### src/rtl/gpio_output.sv
// gpio_output: PLC digital-output driver with DO image, one-shot pulse and watchdog safe state
// Ports:
//   clk, rst        clock, synchronous active-high reset
//   wr_en/wr_op/wr_data  image write (00 write, 01 set, 10 clear, 11 toggle)
//   pulse_start/pulse_mask/pulse_len  one-shot pulse request (len 0 ignored)
//   wdt_timeout/wdt_kick/wdt_clear    watchdog period (0 disables), kick, clear
//   safe_value      pattern driven while tripped
//   gpio_o          registered pad outputs
//   do_status       DO image readback
//   pulse_busy      pulse timer running
//   wdt_tripped     watchdog tripped
module gpio_output #(
    parameter int WIDTH   = 32,
    parameter int WDT_W   = 16,
    parameter int PULSE_W = 16
) (
    input  logic               clk,
    input  logic               rst,
    input  logic               wr_en,
    input  logic [1:0]         wr_op,
    input  logic [WIDTH-1:0]   wr_data,
    input  logic               pulse_start,
    input  logic [WIDTH-1:0]   pulse_mask,
    input  logic [PULSE_W-1:0] pulse_len,
    input  logic [WDT_W-1:0]   wdt_timeout,
    input  logic               wdt_kick,
    input  logic               wdt_clear,
    input  logic [WIDTH-1:0]   safe_value,
    output logic [WIDTH-1:0]   gpio_o,
    output logic [WIDTH-1:0]   do_status,
    output logic               pulse_busy,
    output logic               wdt_tripped
);
    typedef enum logic {RUN, TRIPPED} state_t;
    state_t st, st_n;
    logic [WIDTH-1:0] img, img_n, mask, mask_n, gpio_n;
    logic [PULSE_W-1:0] timer, timer_n;
    logic [WDT_W-1:0] cnt, cnt_n;
    logic trip, start;
    always_comb begin
        img_n = !wr_en ? img :
                wr_op == 2'b00 ? wr_data :
                wr_op == 2'b01 ? (img | wr_data) :
                wr_op == 2'b10 ? (img & ~wr_data) : (img ^ wr_data);
        // >= rather than == so that lowering the timeout below the running count trips at once
        trip = st == RUN && wdt_timeout != '0 && !wdt_kick && !wdt_clear && cnt >= wdt_timeout - WDT_W'(1);
        st_n = st == RUN ? (trip ? TRIPPED : RUN) : (wdt_clear ? RUN : TRIPPED);
        cnt_n = (st == RUN && (wdt_timeout == '0 || wdt_kick || wdt_clear)) || (st == TRIPPED && wdt_clear) ? '0 :
                (st == RUN && !trip) ? cnt + WDT_W'(1) : cnt;
        start = st == RUN && pulse_start && pulse_len != '0;
        timer_n = st_n == TRIPPED ? '0 : start ? pulse_len : timer != '0 ? timer - PULSE_W'(1) : '0;
        mask_n = st_n == TRIPPED ? '0 : start ? pulse_mask : timer > PULSE_W'(1) ? mask : '0;
        gpio_n = st_n == TRIPPED ? safe_value : (img_n | mask_n);
    end
    always_ff @(posedge clk) begin
        if (rst) begin
            st     <= RUN;
            img    <= '0;
            mask   <= '0;
            timer  <= '0;
            cnt    <= '0;
            gpio_o <= '0;
        end else begin
            st     <= st_n;
            img    <= img_n;
            mask   <= mask_n;
            timer  <= timer_n;
            cnt    <= cnt_n;
            gpio_o <= gpio_n;
        end
    end
    assign do_status   = img;
    assign pulse_busy  = timer != '0;
    assign wdt_tripped = st == TRIPPED;
endmodule

### config.mk
export PLATFORM = sky130hd
export DESIGN_NAME = gpio_output
export DESIGN_NICKNAME = d
export VERILOG_FILES = /design/src/rtl/gpio_output.sv
export SDC_FILE = /design/constraint.sdc
export NUM_CORES = 1
export LEC_CHECK = 0
export CORE_MARGIN = 2
export CORE_UTILIZATION = 45
export DETAILED_ROUTE_END_ITERATION = 10
export GPL_ROUTABILITY_DRIVEN = 0
export PLACE_DENSITY = 0.72
export SYNTH_ARGS = -nofsm -noshare
export SYNTH_HDL_FRONTEND = slang
export SYNTH_SLANG_ARGS = --single-unit
### constraint.sdc
create_clock -name clk -period 10.5 [get_ports clk]
set_input_delay 2.1 -clock clk [delete_from_list [all_inputs] [get_ports clk]]
set_output_delay 2.1 -clock clk [all_outputs]
set_load 0.03 [all_outputs]
======== Word-level counts from Yosys, hierarchy flattened ========
Cells that the tools add are included.
word-level totals
  bits in registers ....................... 129
  input port bits ......................... 136
cells by class
  $add $sub $neg .......................... 3
  order comparisons ....................... 2
  equality and inequality tests ........... 2
  muxes and demuxes ....................... 13
  bitwise logic cells ..................... 6
  reduce and logical (&&, ||, !) cells .... 22
operators by type and width
  kind                   number
  $mux 32                8
  $or 32x32->32          2
  $reduce_bool 16->1     3
  $and 32x32->32         1
  $mux 16                2
  $not 32->32            1
  $sub 16x1->16 const B  2
  $xor 32x32->32         1
  $add 16x1->16 const B  1
  $ge 16x16->1           1
  $gt 16x1->1 const B    1
  $logic_not 16->1       1
  $logic_and 1x1->1      9
  $reduce_or 2->1        2
  $logic_not 1->1        3
  $logic_or 1x1->1       3
  $mux 1                 3
  $eq 2x1->1 const B     1
  $eq 2x2->1 const B     1
  $logic_not 2->1        1
  $not 1->1              1

======== Depth between registers and ports, before layout ========
Gate-level depths: netlist of the first run.
  word-level depth ........................ 10
  depth in mapped cells ................... 15
  depth with buffers taken out ............ 13

======== Worst setup path after synthesis of the first run ========
No wires, ideal clock.
  path kind ............................... in2reg
  start ................................... input wdt_timeout[2]
  end ..................................... register cnt[1]
  data arrival time ....................... 5.411 ns
  data required time ...................... 10.372 ns
  slack ................................... 4.961 ns
  cell stages on the path ................. 15
  cells stage by stage .................... nor2_1 > nand3_1 > or3_1 > nor2b_1 > nand2_1 > xor2_1 > ha_1 > nand4_1 > or3_1 > or4_1 > a32oi_1 > clkbuf_1 > buf_2 > mux2i_1 > nor2_1
on the way
  cells in the longest elaborated chain, start to end .. 7
  elaborated cells on any way between the ends .. 15
  classes of those cells .................. add/sub: 1; order compare: 1; reduce/logical: 13
ends and longest elaborated chain
  what                                                                   line  RTL
  start, declared                                                        25    input logic [WDT_W-1:0] wdt_timeout,
  parallel branches: the longest is 7 deep, another holds $sub 16x1->16  -
  end signal, assigned                                                   68    cnt <= cnt_n;
  end, declared                                                          38    logic [WDT_W-1:0] cnt, cnt_n;
Several ways; the timed one is not identified.
A chain may end at the register's enable or synchronous reset.

======== Final worst setup path of the first run ========
  start ................................... input wdt_timeout[2]
  end ..................................... register timer[8]
on the way
  cells in the longest elaborated chain, start to end .. 8
  elaborated cells on any way between the ends .. 10
  classes of those cells .................. add/sub: 1; order compare: 1; mux: 2; reduce/logical: 6
ends and longest elaborated chain
  what                                                                   line  RTL
  parallel branches: the longest is 4 deep, another holds $sub 16x1->16  -
  $logic_and 1x1->1 (*)                                                  46    trip = st == RUN && wdt_timeout != '0 && !wdt_kick && !wdt_clear && cnt >= wdt_timeout - WDT_W'(1);
  $mux 1 (*) (2 in a row)                                                47    st_n = st == RUN ? (trip ? TRIPPED : RUN) : (wdt_clear ? RUN : TRIPPED);
  $reduce_or 2->1 (no line) (*)                                          -
  end signal, assigned                                                   67    timer <= timer_n;
  end, declared                                                          37    logic [PULSE_W-1:0] timer, timer_n;
Mark *: on every way between the ends.

==> metrics.txt, run 1 <==
ranking of synthesized cells by area=dfxtp_1, ha_1, mux4_2; Peak VDD IR=0.112 mV; nets=1230; top cell type's share of synthesized area=33.5%; slew at the pin closest to its max-slew limit=0.999 ns; worst hold stages=2; reg2reg setup slack=6.70 ns; Vias/cell=5.40; clock slew at reported path FFs=roughly 0.05 ns; CTS tree=built; WHS Endpoint=mask[9]; Sequential Power Share=37.7%; met3 WL=1.20 mm; crit path capture type=flop; overall global routing resource usage=23.3%; vias in the first global route=6612; Ant. Diodes=0; final wirelength=20.7 mm; initial antenna violation count=0; worst hold slack=0.491 ns; Ys Warns=0; Post-synth top flop=dfxtp_1; P&R area growth vs syn=35.7%; Slew headroom=33.4%; RSZ-0062 raised after global routing=false; Post-synth EDFFs=0; Seq/Total Area, Yosys=between 30% and 40%; pwr dens=between 100 and 150 nW/um^2; Power Internal=1.05 mW; Final WS setup=3.65 ns; Net Switching=398 uW; die width=135 um; Avg Synthesized Cell Area=a little over 9 sq um; HP Class=reg -> reg; utilization after layout=62.8%; first-pass GRT wire length=approximately 33 mm; # setup viols final=0; largest net degree at the start of global routing=66; Setup TNS=0 ns; Final Hold Vio Count=0; share of post-route cells with drive strength above 1=11.1%; Vias=roughly 6700; Final min period=just under 7 ns; R2R depth=7; routed wl met2=9.93 mm; Post-DRT Antenna Nets=0; row count=47; grt total ovfl=0; Mapped Area=between 7000 and 8000 sq um; crit path kind=in -> reg; R2R Path End=timer[8]; H-tree levels=4; part of the power in combinational logic=between 20% and 30%; IO Port Bufs=approximately 200; type of origin of the critical path=primary input; CP arrival=7.10 ns; final-layout fill cell count=1387; DRC=0; Mapped Cells=830; DP Area=9870 sq um; number of I/O pins=202; register area=2580 sq um; total CTS buffers=17; Post-synth ARST share=0%; Die ar.=roughly 18000 sq um; Initial Utilization=46.3%; CORE AREA=16600 sq um; DR WL/cell=16.7 um; Max Used Layer=met4; CTS Root Cell=clkbuf_16; Switching Fraction=27.5%; total power=1.45 mW; non-filler instance count after layout=1242; Leakage=between 4 and 5 nW; post-CTS setup buffers=0; Synthesized Nets=1050; # resized after CTS=0; Min-Delay Startpoint=mask[9]; FF+latch count, synth=129; clock share of power=about two fifths; fin area=10500 sq um; CTS sink cnt=about 130; Max Slew Vio Count=0; Max FO, Critical Path=48; R2R Path Start=cnt[15]; Placed Cells=1211; Initial DRC Count=301; CTS Buffer Depth=2; synth unique cells=39; Worst Path Required=10.75 ns; detailed-router iteration count before antenna repair=5; Die H=135 um; period utilisation layout=between 60% and 70%; Layout Skew=0.00947 ns; dpl ws=between 3 and 4 ns; hold buffers post-CTS=0; Max Cap Viol=0; Synth area leader=dfxtp_1; M1 WL=between 9 and 10 mm; footprint of the multi-input gates=roughly 4600 sq um; later-pin clock latency in the skew report=0.42 ns; outcome=completed; f_max=0.146 GHz; Final HPWL DP=14.7 mm
[registers in the layout (all words and copies together), names as in the netlist]
register     cells
mask            32
do_status       32
timer           16
cnt             16
gpio_o          32
wdt_tripped      1
[power by group through the flow]
stage / clock, mW / combinational (mW) / sequential (mW)
2_1_floorplan: 0 / 0.142 / 0.596
3_3_place_gp: 0 / 0.314 / 0.556
3_5_place_dp: 0 / 0.320 / 0.557
4_1_cts: 0.590 / 0.322 / 0.547
5_1_grt: 0.612 / 0.350 / 0.550
6_report: 0.582 / 0.319 / 0.546
[Yosys cell counts, types with 7 or more instances]
master	instances
nor3_1	18
a311oi_1	30
nand3_1	8
or3_1	21
xor2_1	10
inv_1	106
nor2_1	94
clkbuf_1	40
o21ba_2	30
xnor2_1	15
nand2_1	26
mux4_2	32
mux2i_1	31
a21oi_1	33
a22oi_1	35
nor4_1	12
dfxtp_1	129
nand4_1	7
o21ai_0	18
ha_1	84
[cell usage in the layout (no fill, tap or decap), drive strengths merged, types with 6 or more instances in the layout]
cell / instances
a21oi: 33
and3: 6
a311oi: 30
clkdlybuf4s50: 197
ha: 84
o21ai: 18
inv: 106
nor4: 12
clkbuf: 22
xnor2: 15
nand2: 26
buf: 13
nand3: 8
mux2i: 31
or3: 22
and2: 6
or4: 7
dfxtp: 129
nor2: 94
a22oi: 35
nand4: 7
xor2: 10
o21ba: 30
nor3: 18
mux4: 32
[worst max-delay path: stages]
cell and delay [ns]:
clkdlybuf4s50_1 0.46, nor2_1 0.23, nand3_1 0.11, or3_1 0.35, nor2b_1 0.28, nand2_1 0.10, xor2_1 0.16, ha_1 0.31
nand4_1 0.14, or3_1 0.40, or4_1 0.56, a31oi_4 0.81, or3_2 0.94, a21oi_1 0.12
[worst max path at each step]
stage,start,endpoint,slack [ns]
2_1_floorplan,wdt_timeout[2],cnt[1],4.96
3_3_place_gp,wdt_timeout[2],timer[15],3.27
3_5_place_dp,wdt_timeout[2],timer[2],3.22
4_1_cts,wdt_timeout[2],timer[8],3.62
5_1_grt,wdt_timeout[2],timer[8],3.27
6_report,wdt_timeout[2],timer[8],3.65
[layer usage]
layer,vias to the layer above,GRT usage [%]
li1,3303,-
met1,3194,28.9
met2,181,39.3
met3,32,5.52
met4,0,8.60
met5,-,0
[layout make-up]
class                      count  area share, %
clock inverter                 9           1.03
multi-input combinational    546           43.6
tap                          220           2.63
inverter                     106           3.81
sequential                   129           24.7
timing repair buffer         210           19.7
clock buffer                  22           4.54
[logic make-up after synthesis]
kind of cell	Yosys count	synth area share [%]
adders and majority gates	84	13.6
xor gates and xnor gates	25	2.84
AOI/OAI and AO/OA	163	15.9
and+or+nand+nor	211	13.0
buffers and inverters	155	7.62
muxes	63	13.4
DFF	129	33.5
Note: power is estimated with default switching activity, not from simulation.
==> inputs of run 2 (changes only) <==
==> constraint.sdc (replaced) <==
create_clock -name clk -period 6.3 [get_ports clk]
set_input_delay 1.26 -clock clk [delete_from_list [all_inputs] [get_ports clk]]
set_output_delay 1.26 -clock clk [all_outputs]
set_load 0.03 [all_outputs]
==> metrics.txt, run 2 (synthesized netlist as in run 1, its figures left out) <==
part of the power in combinational logic=21.4% (-0.7 points); clock slew at reported path FFs=0.06 ns (about the same); H-tree levels=4 (unchanged); Sequential Power Share=36.3% (-1.4 points); Slew headroom=26.5% (-6.9 points); Final HPWL DP=15.3 mm (+3.8%); total power=2.51 mW (+73%); final wirelength=20.9 mm (+1.2%); largest net degree at the start of global routing=64 (-3.0%); commonest non-fill, non-tap cell in the layout=clkdlybuf4s50_1; Vias/cell=5.40 (about the same); Final Hold Vio Count=0 (unchanged); type of origin of the critical path=primary input; RSZ-0062 raised after global routing=false; Post-DRT Antenna Nets=0 (unchanged); Power Internal=1.83 mW (+74%); hold buffers post-CTS=0 (unchanged); CORE AREA=16600 sq um (unchanged); number of I/O pins=202 (unchanged); commonest non-fill, non-tap cells in the layout=clkdlybuf4s50_1, dfxtp_1, inv_1; crit path capture type=flop; Net Switching=680 uW (+71%); grt total ovfl=0 (unchanged); total CTS buffers=17 (unchanged); Layout Skew=0.00707 ns (-0.00240 ns); Max Slew Vio Count=0 (unchanged); CTS tree=built; Die H=135 um (unchanged); P&R area growth vs syn=36.7%; utilization after layout=63.3% (+0.47 points); outcome=completed; DR WL/cell=16.8 um (+0.87%); Max FO, Critical Path=31 (-35%); # setup viols final=0 (unchanged); detailed-router iteration count before antenna repair=5 (unchanged); final-layout fill cell count=1393 (+0.43%); footprint of the multi-input gates=4560 sq um (unchanged); Final min period=5.23 ns; Initial DRC Count=357 (+19%); Setup TNS=0 ns (unchanged); Die ar.=18200 sq um (unchanged); Initial Utilization=46.3% (unchanged); pwr dens=238 nW/um^2 (+72%); f_max=about 0.19 GHz; HP Class=reg -> reg; initial antenna violation count=0 (unchanged); register area=2580 sq um (unchanged); clock share of power=42.3% (+2.1 points); nets=1233 (+0.24%); Ant. Diodes=0 (unchanged); CP arrival=5.52 ns (-1.58 ns); overall global routing resource usage=23.1% (-0.13 points); Max Cap Viol=0 (unchanged); CTS Root Cell=clkbuf_16; period utilisation layout=83.0%; crit path kind=in -> reg; post-CTS setup buffers=0 (unchanged); Worst Path Required=6.59 ns (-4.16 ns); share of post-route cells with drive strength above 1=11.5% (+0.44 points); Peak VDD IR=0.185 mV (+65%); Vias=6730 (+0.30%); Switching Fraction=27.1% (-0.35 points); slew at the pin closest to its max-slew limit=1.10 ns (+0.103 ns); DRC=0 (unchanged); CTS sink cnt=129 (unchanged); vias in the first global route=6500 (-1.7%); row count=47 (unchanged); CTS Buffer Depth=2 (unchanged); Leakage=4.33 nW (+0.93%); IO Port Bufs=201 (unchanged); first-pass GRT wire length=33.0 mm (-0.58%); die width=135 um (unchanged); # resized after CTS=0 (unchanged); later-pin clock latency in the skew report=0.41 ns (about the same)
[run 2: cell types whose count changed in the layout (fill, tap and decap cells not counted), sizes merged]
cell	delta
buf	+3
bufinv	+2
clkbuf	-2
inv	+2
clkinv	-1
[run 2: worst max-delay path, stage by stage]
cell             delay, ns
clkdlybuf4s50_1       0.45
nor2_1                0.23
nand3_1               0.11
or3_1                 0.35
nor2b_1               0.27
nand2_1               0.10
xor2_1                0.15
ha_1                  0.31
nand4_1               0.14
or3_1                 0.41
or4_1                 0.58
a31oi_4               0.19
buf_4                 0.36
or3_2                 0.20
buf_4                 0.29
nor2_1                0.09
[run 2: per-layer routing]
metal,vias to the layer above,global-route usage (%),part of all wire (%)
met2,214,38.6,49
met4,0,8.83,2.6
met3,35,5.56,6.4
li1,3304,-,-
met1,3177,29.0,42
met5,-,0,0
[run 2: final cells by class]
type	count	area share, %
multi-input cells	546	43.3
clock inverters	12	1.71
flip-flops and latches	129	24.5
clock buffers	20	4.34
repair buffers	213	19.8
well taps	220	2.61
inverters	106	3.78
[run 2: stage by stage]
step,setup WS [ns],area (sq um),hold slack [ns],instances
floorplan,1.60,7700,0.456,830
global placement,0.742,9900,0.475,1214
detailed placement,0.622,9900,0.484,1214
CTS,1.06,10500,0.500,1246
global route,0.691,10500,0.515,1246
finish,1.07,10500,0.494,1246
[run 2: power groups by stage]
stage / logic (mW) / registers [mW] / clock network, mW
2_1_floorplan: 0.237 / 0.993 / 0
3_3_place_gp: 0.526 / 0.926 / 0
3_5_place_dp: 0.538 / 0.927 / 0
4_1_cts: 0.542 / 0.910 / 1.07
5_1_grt: 0.584 / 0.916 / 1.11
6_report: 0.536 / 0.910 / 1.06
[run 2: final timing paths]
path | startpoint | end | slack (ns) | cells past startpoint
min reg2reg | mask[26] | mask[26] | 0.49 | 2
min | mask[26] | mask[26] | 0.49 | 2
max | wdt_timeout[2] | timer[0] | 1.07 | 16
max reg2reg | cnt[14] | timer[0] | 3.25 | 9
